==> src/rtl/speck_decrypt_sequencer_pkg.sv <==
// Shared types and sizing for the SPECK32/64 multi-round decrypt sequencer.
package speck_decrypt_sequencer_pkg;

    // SPECK32/64 word width and two-word block width.
    localparam int unsigned BLOCK_SIZE = 16;
    localparam int unsigned KEY_SIZE   = 2 * BLOCK_SIZE;

    // Default sequencing parameters.
    localparam int unsigned SEQ_ROUNDS         = 22;
    localparam int unsigned SEQ_FLUSH_CYCLES   = 16;
    localparam int unsigned SEQ_TIMEOUT_CYCLES = 32;
    localparam int unsigned SEQ_RK_AW          = $clog2(SEQ_ROUNDS);

    // Sequencer state encodings.
    typedef enum logic [2:0] {
        SEQ_FLUSH = 3'd0,
        SEQ_IDLE  = 3'd1,
        SEQ_FETCH = 3'd2,
        SEQ_START = 3'd3,
        SEQ_WAIT  = 3'd4,
        SEQ_DONE  = 3'd5
    } seq_state_e;

    // Two-word block: hi is the upper half (c1 / x), lo the lower half (c0 / y).
    typedef struct packed {
        logic [BLOCK_SIZE-1:0] hi;
        logic [BLOCK_SIZE-1:0] lo;
    } speck_block_t;

endpackage

==> src/rtl/speck_decrypt_sequencer_if.sv <==
// Host, round-key memory and round-module signals of the decrypt sequencer.
interface speck_decrypt_sequencer_if;
    import speck_decrypt_sequencer_pkg::*;

    logic                  in_valid;
    logic                  in_ready;
    speck_block_t          in_data;
    logic                  out_valid;
    logic                  out_ready;
    speck_block_t          out_data;
    logic                  rk_rd_en;
    logic [SEQ_RK_AW-1:0]  rk_addr;
    logic [BLOCK_SIZE-1:0] rk_data;
    logic                  rnd_start;
    logic [BLOCK_SIZE-1:0] rnd_subkey;
    speck_block_t          rnd_in;
    logic                  rnd_finished;
    speck_block_t          rnd_out;
    logic                  error;

    // Sequencer side.
    modport master (
        input  in_valid, in_data, out_ready, rk_data, rnd_finished, rnd_out,
        output in_ready, out_valid, out_data, rk_rd_en, rk_addr,
               rnd_start, rnd_subkey, rnd_in, error
    );

    // Host / memory / round-module side.
    modport slave (
        output in_valid, in_data, out_ready, rk_data, rnd_finished, rnd_out,
        input  in_ready, out_valid, out_data, rk_rd_en, rk_addr,
               rnd_start, rnd_subkey, rnd_in, error
    );

endinterface

==> src/rtl/speck_decrypt_sequencer_rise_detect.sv <==
// 1-bit rising-edge detector with a registered previous value.
// clr_i marks the input as already high, so a level that is still high
// from an earlier event cannot be reported as a new edge.
module rise_detect (
    input  logic clk,
    input  logic rst_n,
    input  logic clr_i,
    input  logic d_i,
    output logic rise_c_o
);

    logic prev_q;

    // Track previous input value.
    always_ff @(posedge clk or negedge rst_n) begin
        if (!rst_n) begin
            prev_q <= 1'b0;
        end else if (clr_i) begin
            prev_q <= 1'b1;
        end else begin
            prev_q <= d_i;
        end
    end

    assign rise_c_o = d_i & ~prev_q;

endmodule

==> src/rtl/speck_decrypt_sequencer.sv <==
// Multi-round SPECK32/64 decrypt controller: accepts a ciphertext block,
// drives the shared round_decrypt module once per round with subkeys read
// in reverse order, and returns the plaintext on a valid/ready output.
// Optional watchdog: define DECRYPT_TIMEOUT_EN to abort a round that never
// finishes, raise a sticky error and re-flush.
module speck_decrypt_sequencer
    import speck_decrypt_sequencer_pkg::*;
#(
    parameter int unsigned FLUSH_CYCLES   = SEQ_FLUSH_CYCLES,
    parameter int unsigned TIMEOUT_CYCLES = SEQ_TIMEOUT_CYCLES
) (
    input  logic                        clk,
    input  logic                        rst_n,
    speck_decrypt_sequencer_if.master   bus
);

    localparam int unsigned CNT_MAX = (FLUSH_CYCLES > TIMEOUT_CYCLES) ? FLUSH_CYCLES : TIMEOUT_CYCLES;
    localparam int unsigned CNT_W   = $clog2(CNT_MAX + 1);

    seq_state_e state_q, state_d;

    // Shared counter: flush drain time, and per-round watchdog when enabled.
    logic [CNT_W-1:0]      cnt_q, cnt_d;
    logic [SEQ_RK_AW-1:0]  r_q, r_d;
    speck_block_t          work_q, work_d;
    logic                  rk_pend_q, rk_pend_d;
    logic [BLOCK_SIZE-1:0] subkey_q, subkey_d;

    logic                  in_ready_q, in_ready_d;
    logic                  out_valid_q, out_valid_d;
    speck_block_t          out_data_q, out_data_d;
    logic                  rk_rd_en_q, rk_rd_en_d;
    logic [SEQ_RK_AW-1:0]  rk_addr_q, rk_addr_d;
    logic                  rnd_start_q, rnd_start_d;
    speck_block_t          rnd_in_q, rnd_in_d;

`ifdef DECRYPT_TIMEOUT_EN
    logic                  error_q, error_d;
`endif

    logic fin_clr;
    logic fin_rise;

    // Completion is taken only from a fresh rising edge of rnd_finished.
    rise_detect u_fin_rise (
        .clk      (clk),
        .rst_n    (rst_n),
        .clr_i    (fin_clr),
        .d_i      (bus.rnd_finished),
        .rise_c_o (fin_rise)
    );

    // State register.
    always_ff @(posedge clk or negedge rst_n) begin
        if (!rst_n) begin
            state_q <= SEQ_FLUSH;
        end else begin
            state_q <= state_d;
        end
    end

    // Next-state and datapath update.
    always_comb begin
        state_d   = state_q;
        cnt_d     = cnt_q;
        r_d       = r_q;
        work_d    = work_q;
        rk_pend_d = 1'b0;
        subkey_d  = subkey_q;
        fin_clr   = 1'b0;
`ifdef DECRYPT_TIMEOUT_EN
        error_d   = error_q;
`endif
        unique case (state_q)
            SEQ_FLUSH: begin
                if (cnt_q == CNT_W'(FLUSH_CYCLES - 1)) begin
                    cnt_d   = '0;
                    state_d = SEQ_IDLE;
                end else begin
                    cnt_d = cnt_q + CNT_W'(1);
                end
            end
            SEQ_IDLE: begin
                if (bus.in_valid && in_ready_q) begin
                    work_d  = bus.in_data;
                    r_d     = SEQ_RK_AW'(SEQ_ROUNDS - 1);
                    state_d = SEQ_FETCH;
                end
            end
            SEQ_FETCH: begin
                // First cycle issues the read, second cycle sees the key.
                if (!rk_pend_q) begin
                    rk_pend_d = 1'b1;
                end else begin
                    subkey_d = bus.rk_data;
                    state_d  = SEQ_START;
                end
            end
            SEQ_START: begin
                fin_clr = 1'b1;
                cnt_d   = '0;
                state_d = SEQ_WAIT;
            end
            SEQ_WAIT: begin
                if (fin_rise) begin
                    work_d = bus.rnd_out;
                    cnt_d  = '0;
                    if (r_q == '0) begin
                        state_d = SEQ_DONE;
                    end else begin
                        r_d     = r_q - SEQ_RK_AW'(1);
                        state_d = SEQ_FETCH;
                    end
                end
`ifdef DECRYPT_TIMEOUT_EN
                else if (cnt_q == CNT_W'(TIMEOUT_CYCLES - 1)) begin
                    error_d = 1'b1;
                    cnt_d   = '0;
                    state_d = SEQ_FLUSH;
                end else begin
                    cnt_d = cnt_q + CNT_W'(1);
                end
`endif
            end
            SEQ_DONE: begin
                if (bus.out_ready) begin
                    state_d = SEQ_IDLE;
                end
            end
            default: begin
                state_d = SEQ_FLUSH;
            end
        endcase
    end

    // Registered output values, derived from the state being entered.
    always_comb begin
        in_ready_d  = (state_d == SEQ_IDLE);
        out_valid_d = (state_d == SEQ_DONE);
        out_data_d  = out_data_q;
        if (state_d == SEQ_DONE) begin
            out_data_d = work_d;
        end
        rk_rd_en_d  = (state_d == SEQ_FETCH) && !rk_pend_d;
        rk_addr_d   = rk_addr_q;
        if (state_d == SEQ_FETCH) begin
            rk_addr_d = r_d;
        end
        rnd_start_d = (state_d == SEQ_START);
        rnd_in_d    = rnd_in_q;
        if (state_d == SEQ_START) begin
            rnd_in_d = work_d;
        end
    end

    // Datapath and output registers.
    always_ff @(posedge clk or negedge rst_n) begin
        if (!rst_n) begin
            cnt_q       <= '0;
            r_q         <= '0;
            work_q      <= '0;
            rk_pend_q   <= 1'b0;
            subkey_q    <= '0;
            in_ready_q  <= 1'b0;
            out_valid_q <= 1'b0;
            out_data_q  <= '0;
            rk_rd_en_q  <= 1'b0;
            rk_addr_q   <= '0;
            rnd_start_q <= 1'b0;
            rnd_in_q    <= '0;
        end else begin
            cnt_q       <= cnt_d;
            r_q         <= r_d;
            work_q      <= work_d;
            rk_pend_q   <= rk_pend_d;
            subkey_q    <= subkey_d;
            in_ready_q  <= in_ready_d;
            out_valid_q <= out_valid_d;
            out_data_q  <= out_data_d;
            rk_rd_en_q  <= rk_rd_en_d;
            rk_addr_q   <= rk_addr_d;
            rnd_start_q <= rnd_start_d;
            rnd_in_q    <= rnd_in_d;
        end
    end

`ifdef DECRYPT_TIMEOUT_EN
    // Sticky watchdog flag.
    always_ff @(posedge clk or negedge rst_n) begin
        if (!rst_n) begin
            error_q <= 1'b0;
        end else begin
            error_q <= error_d;
        end
    end
    assign bus.error = error_q;
`else
    assign bus.error = 1'b0;
`endif

    assign bus.in_ready   = in_ready_q;
    assign bus.out_valid  = out_valid_q;
    assign bus.out_data   = out_data_q;
    assign bus.rk_rd_en   = rk_rd_en_q;
    assign bus.rk_addr    = rk_addr_q;
    assign bus.rnd_start  = rnd_start_q;
    assign bus.rnd_subkey = subkey_q;
    assign bus.rnd_in     = rnd_in_q;

endmodule

==> src/flat_wrapper.sv <==
// flat-port wrapper written by rule: the top's interface ports become plain ports
module speck_decrypt_sequencer_flat import speck_decrypt_sequencer_pkg::*;
#(
    parameter int unsigned FLUSH_CYCLES   = SEQ_FLUSH_CYCLES,
    parameter int unsigned TIMEOUT_CYCLES = SEQ_TIMEOUT_CYCLES
)
  (clk, rst_n, bus_in_valid, bus_in_data, bus_out_ready, bus_rk_data, bus_rnd_finished, bus_rnd_out, bus_in_ready, bus_out_valid, bus_out_data, bus_rk_rd_en, bus_rk_addr, bus_rnd_start, bus_rnd_subkey, bus_rnd_in, bus_error);
  speck_decrypt_sequencer_if bus_i ();
  input  logic clk;
  input  logic rst_n;
  input wire logic [$bits(bus_i.in_valid)-1:0] bus_in_valid;
  input wire logic [$bits(bus_i.in_data)-1:0] bus_in_data;
  input wire logic [$bits(bus_i.out_ready)-1:0] bus_out_ready;
  input wire logic [$bits(bus_i.rk_data)-1:0] bus_rk_data;
  input wire logic [$bits(bus_i.rnd_finished)-1:0] bus_rnd_finished;
  input wire logic [$bits(bus_i.rnd_out)-1:0] bus_rnd_out;
  output wire logic [$bits(bus_i.in_ready)-1:0] bus_in_ready;
  output wire logic [$bits(bus_i.out_valid)-1:0] bus_out_valid;
  output wire logic [$bits(bus_i.out_data)-1:0] bus_out_data;
  output wire logic [$bits(bus_i.rk_rd_en)-1:0] bus_rk_rd_en;
  output wire logic [$bits(bus_i.rk_addr)-1:0] bus_rk_addr;
  output wire logic [$bits(bus_i.rnd_start)-1:0] bus_rnd_start;
  output wire logic [$bits(bus_i.rnd_subkey)-1:0] bus_rnd_subkey;
  output wire logic [$bits(bus_i.rnd_in)-1:0] bus_rnd_in;
  output wire logic [$bits(bus_i.error)-1:0] bus_error;
  assign bus_i.in_valid = bus_in_valid;
  assign bus_i.in_data = bus_in_data;
  assign bus_i.out_ready = bus_out_ready;
  assign bus_i.rk_data = bus_rk_data;
  assign bus_i.rnd_finished = bus_rnd_finished;
  assign bus_i.rnd_out = bus_rnd_out;
  assign bus_in_ready = bus_i.in_ready;
  assign bus_out_valid = bus_i.out_valid;
  assign bus_out_data = bus_i.out_data;
  assign bus_rk_rd_en = bus_i.rk_rd_en;
  assign bus_rk_addr = bus_i.rk_addr;
  assign bus_rnd_start = bus_i.rnd_start;
  assign bus_rnd_subkey = bus_i.rnd_subkey;
  assign bus_rnd_in = bus_i.rnd_in;
  assign bus_error = bus_i.error;
  speck_decrypt_sequencer #(.FLUSH_CYCLES(FLUSH_CYCLES), .TIMEOUT_CYCLES(TIMEOUT_CYCLES)) u_core (.clk(clk), .rst_n(rst_n), .bus(bus_i));
endmodule
==> config.mk <==
export PLATFORM = sky130hd
export DESIGN_NAME = speck_decrypt_sequencer_flat
export DESIGN_NICKNAME = d
export VERILOG_FILES = /design/src/rtl/speck_decrypt_sequencer_pkg.sv /design/src/rtl/speck_decrypt_sequencer_if.sv /design/src/rtl/speck_decrypt_sequencer_rise_detect.sv /design/src/rtl/speck_decrypt_sequencer.sv /design/src/flat_wrapper.sv
export SDC_FILE = /design/constraint.sdc
export NUM_CORES = 1
export LEC_CHECK = 0
export CORE_MARGIN = 2
export CORE_UTILIZATION = 47
export DETAILED_ROUTE_END_ITERATION = 8
export PLACE_DENSITY = 0.79
export SKIP_CTS_REPAIR_TIMING = 1
export SLEW_MARGIN = 10
export SYNTH_ARGS = -nofsm -noshare
export SYNTH_HDL_FRONTEND = slang
export SYNTH_SLANG_ARGS = --single-unit
==> constraint.sdc <==
create_clock -name clk -period 5.56 [get_ports clk]
set_clock_uncertainty 0.15 [all_clocks]
set_input_delay 1.39 -clock clk [delete_from_list [all_inputs] [get_ports clk]]
set_output_delay 1.39 -clock clk [all_outputs]
set_load 0.05 [all_outputs]
==> flow_summary.toml, run 1 <==
[layout]
final_common_cell = "clkdlybuf4s50_1"
fillCellCount = 842
fin_cells = 791
drive_gt1_share_pct = 11.4
fin_nets = 723
area_delta_synth_final_pct = 45.4
mostFrequentLayoutCells = "clkdlybuf4s50_1, dfrtp_1, nor2_1"
diodes = 0

[yosys]
ys.flop_type = "dfrtp_1"
synth_area_mm2 = 0.00539
avgSynthCellArea_um2 = 11.5
synth_seq_cells = 137
syn_inst = 468
synth_edf_count = 0
synth.distinct_cells = 43
async_flop_share_pct = 100
synth_fp_nets = 555
yosysWarnings = 0
yosysSeqAreaShare_pct = 63.7

[sta]
final-setup-viol-count = 0
slew_headroom_pct = 42.5
post-route-period-util_pct = 68.5
slew_violations = 0
worst_pin_slew_ns = 0.862
rsz0062_at_grt = "false"
finalSetupTns_ns = 0
fmax_mhz = 263
hold_viol = 0
fin_crit_ns = 3.81

[setup_path]
required_ns = 5.74
arrival_ns = 3.99
slowest_delay_ns = 0.72
critPathKind = "input port to flop"
end_kind = "flop"
crit_fanout = 24
critPathTopFamily = "simple AND/OR/NAND/NOR gates"
start_kind = "input port"
cpMaxStageDelayCell = "a32oi_4"
path_cells = "clkdlybuf4s50_1 -> nand2b_1 -> or4_1 -> a32oi_4 -> buf_4 -> nor2_1 -> a21oi_2"
cp_num_buf_inv = 2

[die]
core_area_mm2 = 0.0113
rows = 39
ios = 175
dieWidth_um = 111
start_util_pct = 47.6
die_y_um = 111
dieArea_mm2 = 0.0123

[placement]
dp_cells = 760
gp_congestion = 0.866
dp_hpwl_um = 9300
port_buffers = 173

[clock_network]
cts_buffer_depth = 2
cts.htree.levels = 4
cts_buffers = 17
cts.sinks = 137
cts-root-buf = "clkbuf_16"
clk-insertion-delay-late_ns = 0.41
cts_tree = "yes"
path_clk_slew_ns = 0.06

[drt]
drtIter0Drc = 317
viasPerCell = 5.48
wire_per_inst_um = 17.7
ant_nets = 0
drc_errors = 0
vias = 4336
dr.pass1.iters = 6
routed_wl_um = 14000

[power_and_ir_drop]
powerDensity_mw_per_mm2 = 642
ir_drop_uv = 402
power.leakage_nw = 3.42

[job]
drv_cap = 0

[outcome]
run_status = "complete, no violations"

[grt]
overflow = 0
grt_pass1_vias = 4528
antenna_found_initial = 0
grt_pass1_wl_um = 23100
grtUsageTotal_pct = 23.6
grt_max_degree = 95

[worst_hold_path]
holdCritPathClass = "flop to flop"
area by class of cell:
type | count | area (µm²) | area share [%]
clock buffers | 20 | 467 | 5.96
clock inverters | 11 | 121 | 1.55
inverters | 35 | 131 | 1.68
multi-input cells | 265 | 1720 | 22.0
flip-flops and latches | 137 | 3430 | 43.8
well taps | 143 | 179 | 2.28
repair buffers | 180 | 1790 | 22.8
state kept, by name, indices dropped and copies added (netlist names):
signal,flops
u_core.bus.out_data,32
u_core.bus.rnd_in,32
u_core.work_q,32
u_core.bus.rnd_subkey,16
u_core.cnt_q,6
u_core.bus.rk_addr,5
u_core.r_q,5
u_core.state_q,3
u_core.bus.in_ready,1
u_core.bus.out_valid,1
u_core.bus.rk_rd_en,1
u_core.bus.rnd_start,1
u_core.rk_pend_q,1
u_core.u_fin_rise.prev_q,1
logic make-up (layout without fill, tap and decap cells):
kind of cell / after synthesis / in the layout / synth area share (%)
AOI/OAI and AO/OA: 125 / 125 / 16.1
DFF: 137 / 137 / 63.7
adders and majority gates: 2 / 2 / 0.465
muxes: 21 / 21 / 4.39
buffers and inverters: 66 / 246 / 5.16
other: 1 / 1 / 0.0696
and+or+nand+nor: 116 / 116 / 10.2
metal layers:
layer,share of wire [%],vias to the layer above,GRT usage [%]
met2,51,159,39.7
met3,6.8,13,7.16
met1,41,2158,29.4
li1,-,2006,-
met4,1.3,0,7.74
met5,0,-,0
synthesized netlist by cell type, types with 2 or more instances:
cell      count  area share (%)
nand2_1       6            0.42
a21oi_1      60             5.6
nand3b_1      4            0.56
nor2_1       70             4.9
a21o_1        2            0.28
nor2b_1       4            0.46
nor4b_1       2            0.33
ha_1          2            0.46
nor3_1        6            0.56
o21ai_0       9            0.84
nand2b_1      4            0.46
nand3_1       5            0.46
clkbuf_1     21             1.5
buf_2         3            0.28
inv_1        35             2.4
or3_1         3            0.35
a21oi_2       8             1.3
mux2_2       21             4.4
o31ai_1       3            0.42
o311ai_0      3            0.49
or4_1         2            0.28
o21bai_1      2            0.28
and3_1        2            0.23
a222oi_1     32             5.9
dfrtp_1     137              64
buf_4         5            0.70
power breakdown:
group	internal [mW]	total [mW]	switching (mW)	leakage (nW)
clock	0.691	1.10	0.407	0.276
sequential	1.41	1.67	0.258	1.63
combinational	0.810	2.26	1.45	1.52
stage by stage:
| step | utilization, % | worst slack [ns] | area (µm²) | hold slack, ns | total power [mW] |
|---|---|---|---|---|---|
| after global placement | 64.0 | 1.45 | 7240 | 0.281 | 3.86 |
| after floorplan | - | 2.57 | 5390 | 0.251 | 3.12 |
| after global routing | 69.2 | 1.62 | 7830 | 0.338 | 5.27 |
| after CTS | 69.2 | 1.78 | 7830 | 0.308 | 5.05 |
| after detailed placement | 64.0 | 1.36 | 7240 | 0.292 | 3.93 |
| final | 69.2 | 1.75 | 7830 | 0.302 | 5.03 |
worst paths after layout:
path / startpoint / end / slack (ns) / depth (start not counted)
max: bus_rnd_finished / u_core.bus.out_data[14] / 1.75 / 7
min in group asynchronous: rst_n / u_core.bus.rnd_subkey[4] / 0.89 / 1
max reg2reg: u_core.state_q[2] / u_core.bus.out_data[14] / 2.19 / 6
min: u_core.rk_pend_q / u_core.rk_pend_q / 0.30 / 1
min reg2reg: u_core.rk_pend_q / u_core.rk_pend_q / 0.30 / 1
max in group asynchronous: rst_n / u_core.bus.rnd_in[2] / 3.25 / 2
Power figures use the tool's default switching activity.
==> run 2, diff against run 1 <==
CORE_UTILIZATION = 42   (was 47)
PLACE_DENSITY = 0.75   (was 0.79)
clock period = 3.45 ns   (was 5.56 ns; I/O delays follow)
==> flow_summary.toml, run 2 (synthesized netlist as in run 1, its figures left out) <==
[grt]
grt_pass1_vias = 4460
overflow = 0
grt_busiest_layer = "met2"
grt_pass1_wl_um = 22700
grt_max_degree = 82
met2_usage_pct = 37.5
antenna_found_initial = 0
grtUsageTotal_pct = 22.0
gr-usage-met1_pct = 26.3
use_met3_pct = 6.54

[power_and_ir_drop]
powerDensity_mw_per_mm2 = 1020
power.leakage_nw = 3.44
ir_drop_uv = 658

[layout]
final_common_cell = "clkdlybuf4s50_1"
area_delta_synth_final_pct = 46.2
fillCellCount = 1035
mostFrequentLayoutCells = "clkdlybuf4s50_1, dfrtp_1, nor2_1"
fin_nets = 727
drive_gt1_share_pct = 11.3
regArea_mm2 = 0.00343
multiInputGateArea_mm2 = 0.00172
diodes = 0
fin_cells = 824

[drt]
routed_wl_um = 14700
viasPerCell = 5.29
dr.pass1.iters = 6
drtIter0Drc = 372
vias = 4358
wire_per_inst_um = 17.8
ant_nets = 0
drc_errors = 0

[clock_network]
clk-insertion-delay-late_ns = 0.41
cts_buffers = 17
cts_buffer_depth = 2
cts.htree.levels = 4
cts-root-buf = "clkbuf_16"
cts.sinks = 137
cts_tree = "yes"
path_clk_slew_ns = 0.05

[setup_path]
required_ns = 3.63
cpMaxStageDelayCell = "or4_1"
start_kind = "input port"
crit_fanout = 65
path_cells = "clkdlybuf4s50_1 -> nand2b_1 -> or4_1 -> a32oi_4 -> buf_12 -> nor2_1 -> a21oi_1"
critPathKind = "input port to flop"
slowest_delay_ns = 0.64
arrival_ns = 3.04
end_kind = "flop"

[sta]
slew_violations = 0
worst_pin_slew_ns = 0.933
rsz0062_at_grt = "false"
final-setup-viol-count = 0
post-route-period-util_pct = 82.6
hold_viol = 0
fin_crit_ns = 2.85
finalSetupTns_ns = 0
fmax_mhz = 351
slew_headroom_pct = 37.8

[die]
ios = 175
core_area_mm2 = 0.0126
dieArea_mm2 = 0.0137
rows = 41
dieWidth_um = 117
die_y_um = 117
start_util_pct = 42.8

[placement]
gp_congestion = 0.835
dp_cells = 793
port_buffers = 173
dp_hpwl_um = 9830

[outcome]
run_status = "complete, no violations"

[job]
drv_cap = 0

[worst_hold_path]
holdCritPathClass = "input port to async pin"
[run 2: cell types whose count changed in the layout (fill, tap and decap cells not counted), sizes merged]
cell / change
buf: +4
clkbuf: +4
clkinvlp: -3
bufinv: -1
inv: -1
clkinv: +1
[run 2: layer usage]
metal,routed length (µm),up-vias
met5,0,-
met3,1100,17
li1,-,2011
met1,5840,2163
met4,214,0
met2,7530,167
[run 2: final cells by class]
cell class	instances	area share (%)
repair buffers	184	23.2
well taps	172	2.73
clock inverters	7	0.874
inverters	35	1.67
clock buffers	24	6.12
flip-flops and latches	137	43.5
multi-input cells	265	21.8
[run 2: through the flow]
stage / power (mW) / utilization, % / worst slack (ns) / hold WS [ns] / area, µm²
floorplan: 5.03 / - / 0.991 / 0.251 / 5390
global placement: 6.22 / 58.3 / 0.242 / 0.276 / 7320
detailed placement: 6.34 / 58.3 / 0.213 / 0.284 / 7320
CTS: 8.06 / 62.6 / 0.629 / 0.266 / 7870
global route: 8.42 / 62.6 / 0.505 / 0.288 / 7870
finish: 8.00 / 62.6 / 0.599 / 0.248 / 7870
[run 2: report_power, final]
group	internal [mW]	switching, mW	total, mW
combinational	1.32	2.35	3.67
clock	1.04	0.640	1.68
sequential	2.27	0.379	2.65
[run 2: critical path, delay by kind of cell]
family / cells / cell delay, ns
AO/OA/AOI/OAI: 2 / 0.43
buffers and inverters: 2 / 0.78
AND/OR/NAND/NOR: 3 / 0.89
[run 2: worst paths after layout]
kind / from / endpoint / slack (ns) / cells past startpoint
setup / recovery: bus_rnd_finished / u_core.bus.out_data[24] / 0.60 / 7
hold / removal: rst_n / u_core.bus.rnd_subkey[6] / 0.25 / 1
setup reg to reg: u_core.state_q[0] / u_core.bus.out_data[24] / 0.63 / 6
hold reg to reg: u_core.rk_pend_q / u_core.rk_pend_q / 0.30 / 1
max in group asynchronous: rst_n / u_core.bus.rnd_in[1] / 2.00 / 2
min in group clk: u_core.rk_pend_q / u_core.rk_pend_q / 0.30 / 1
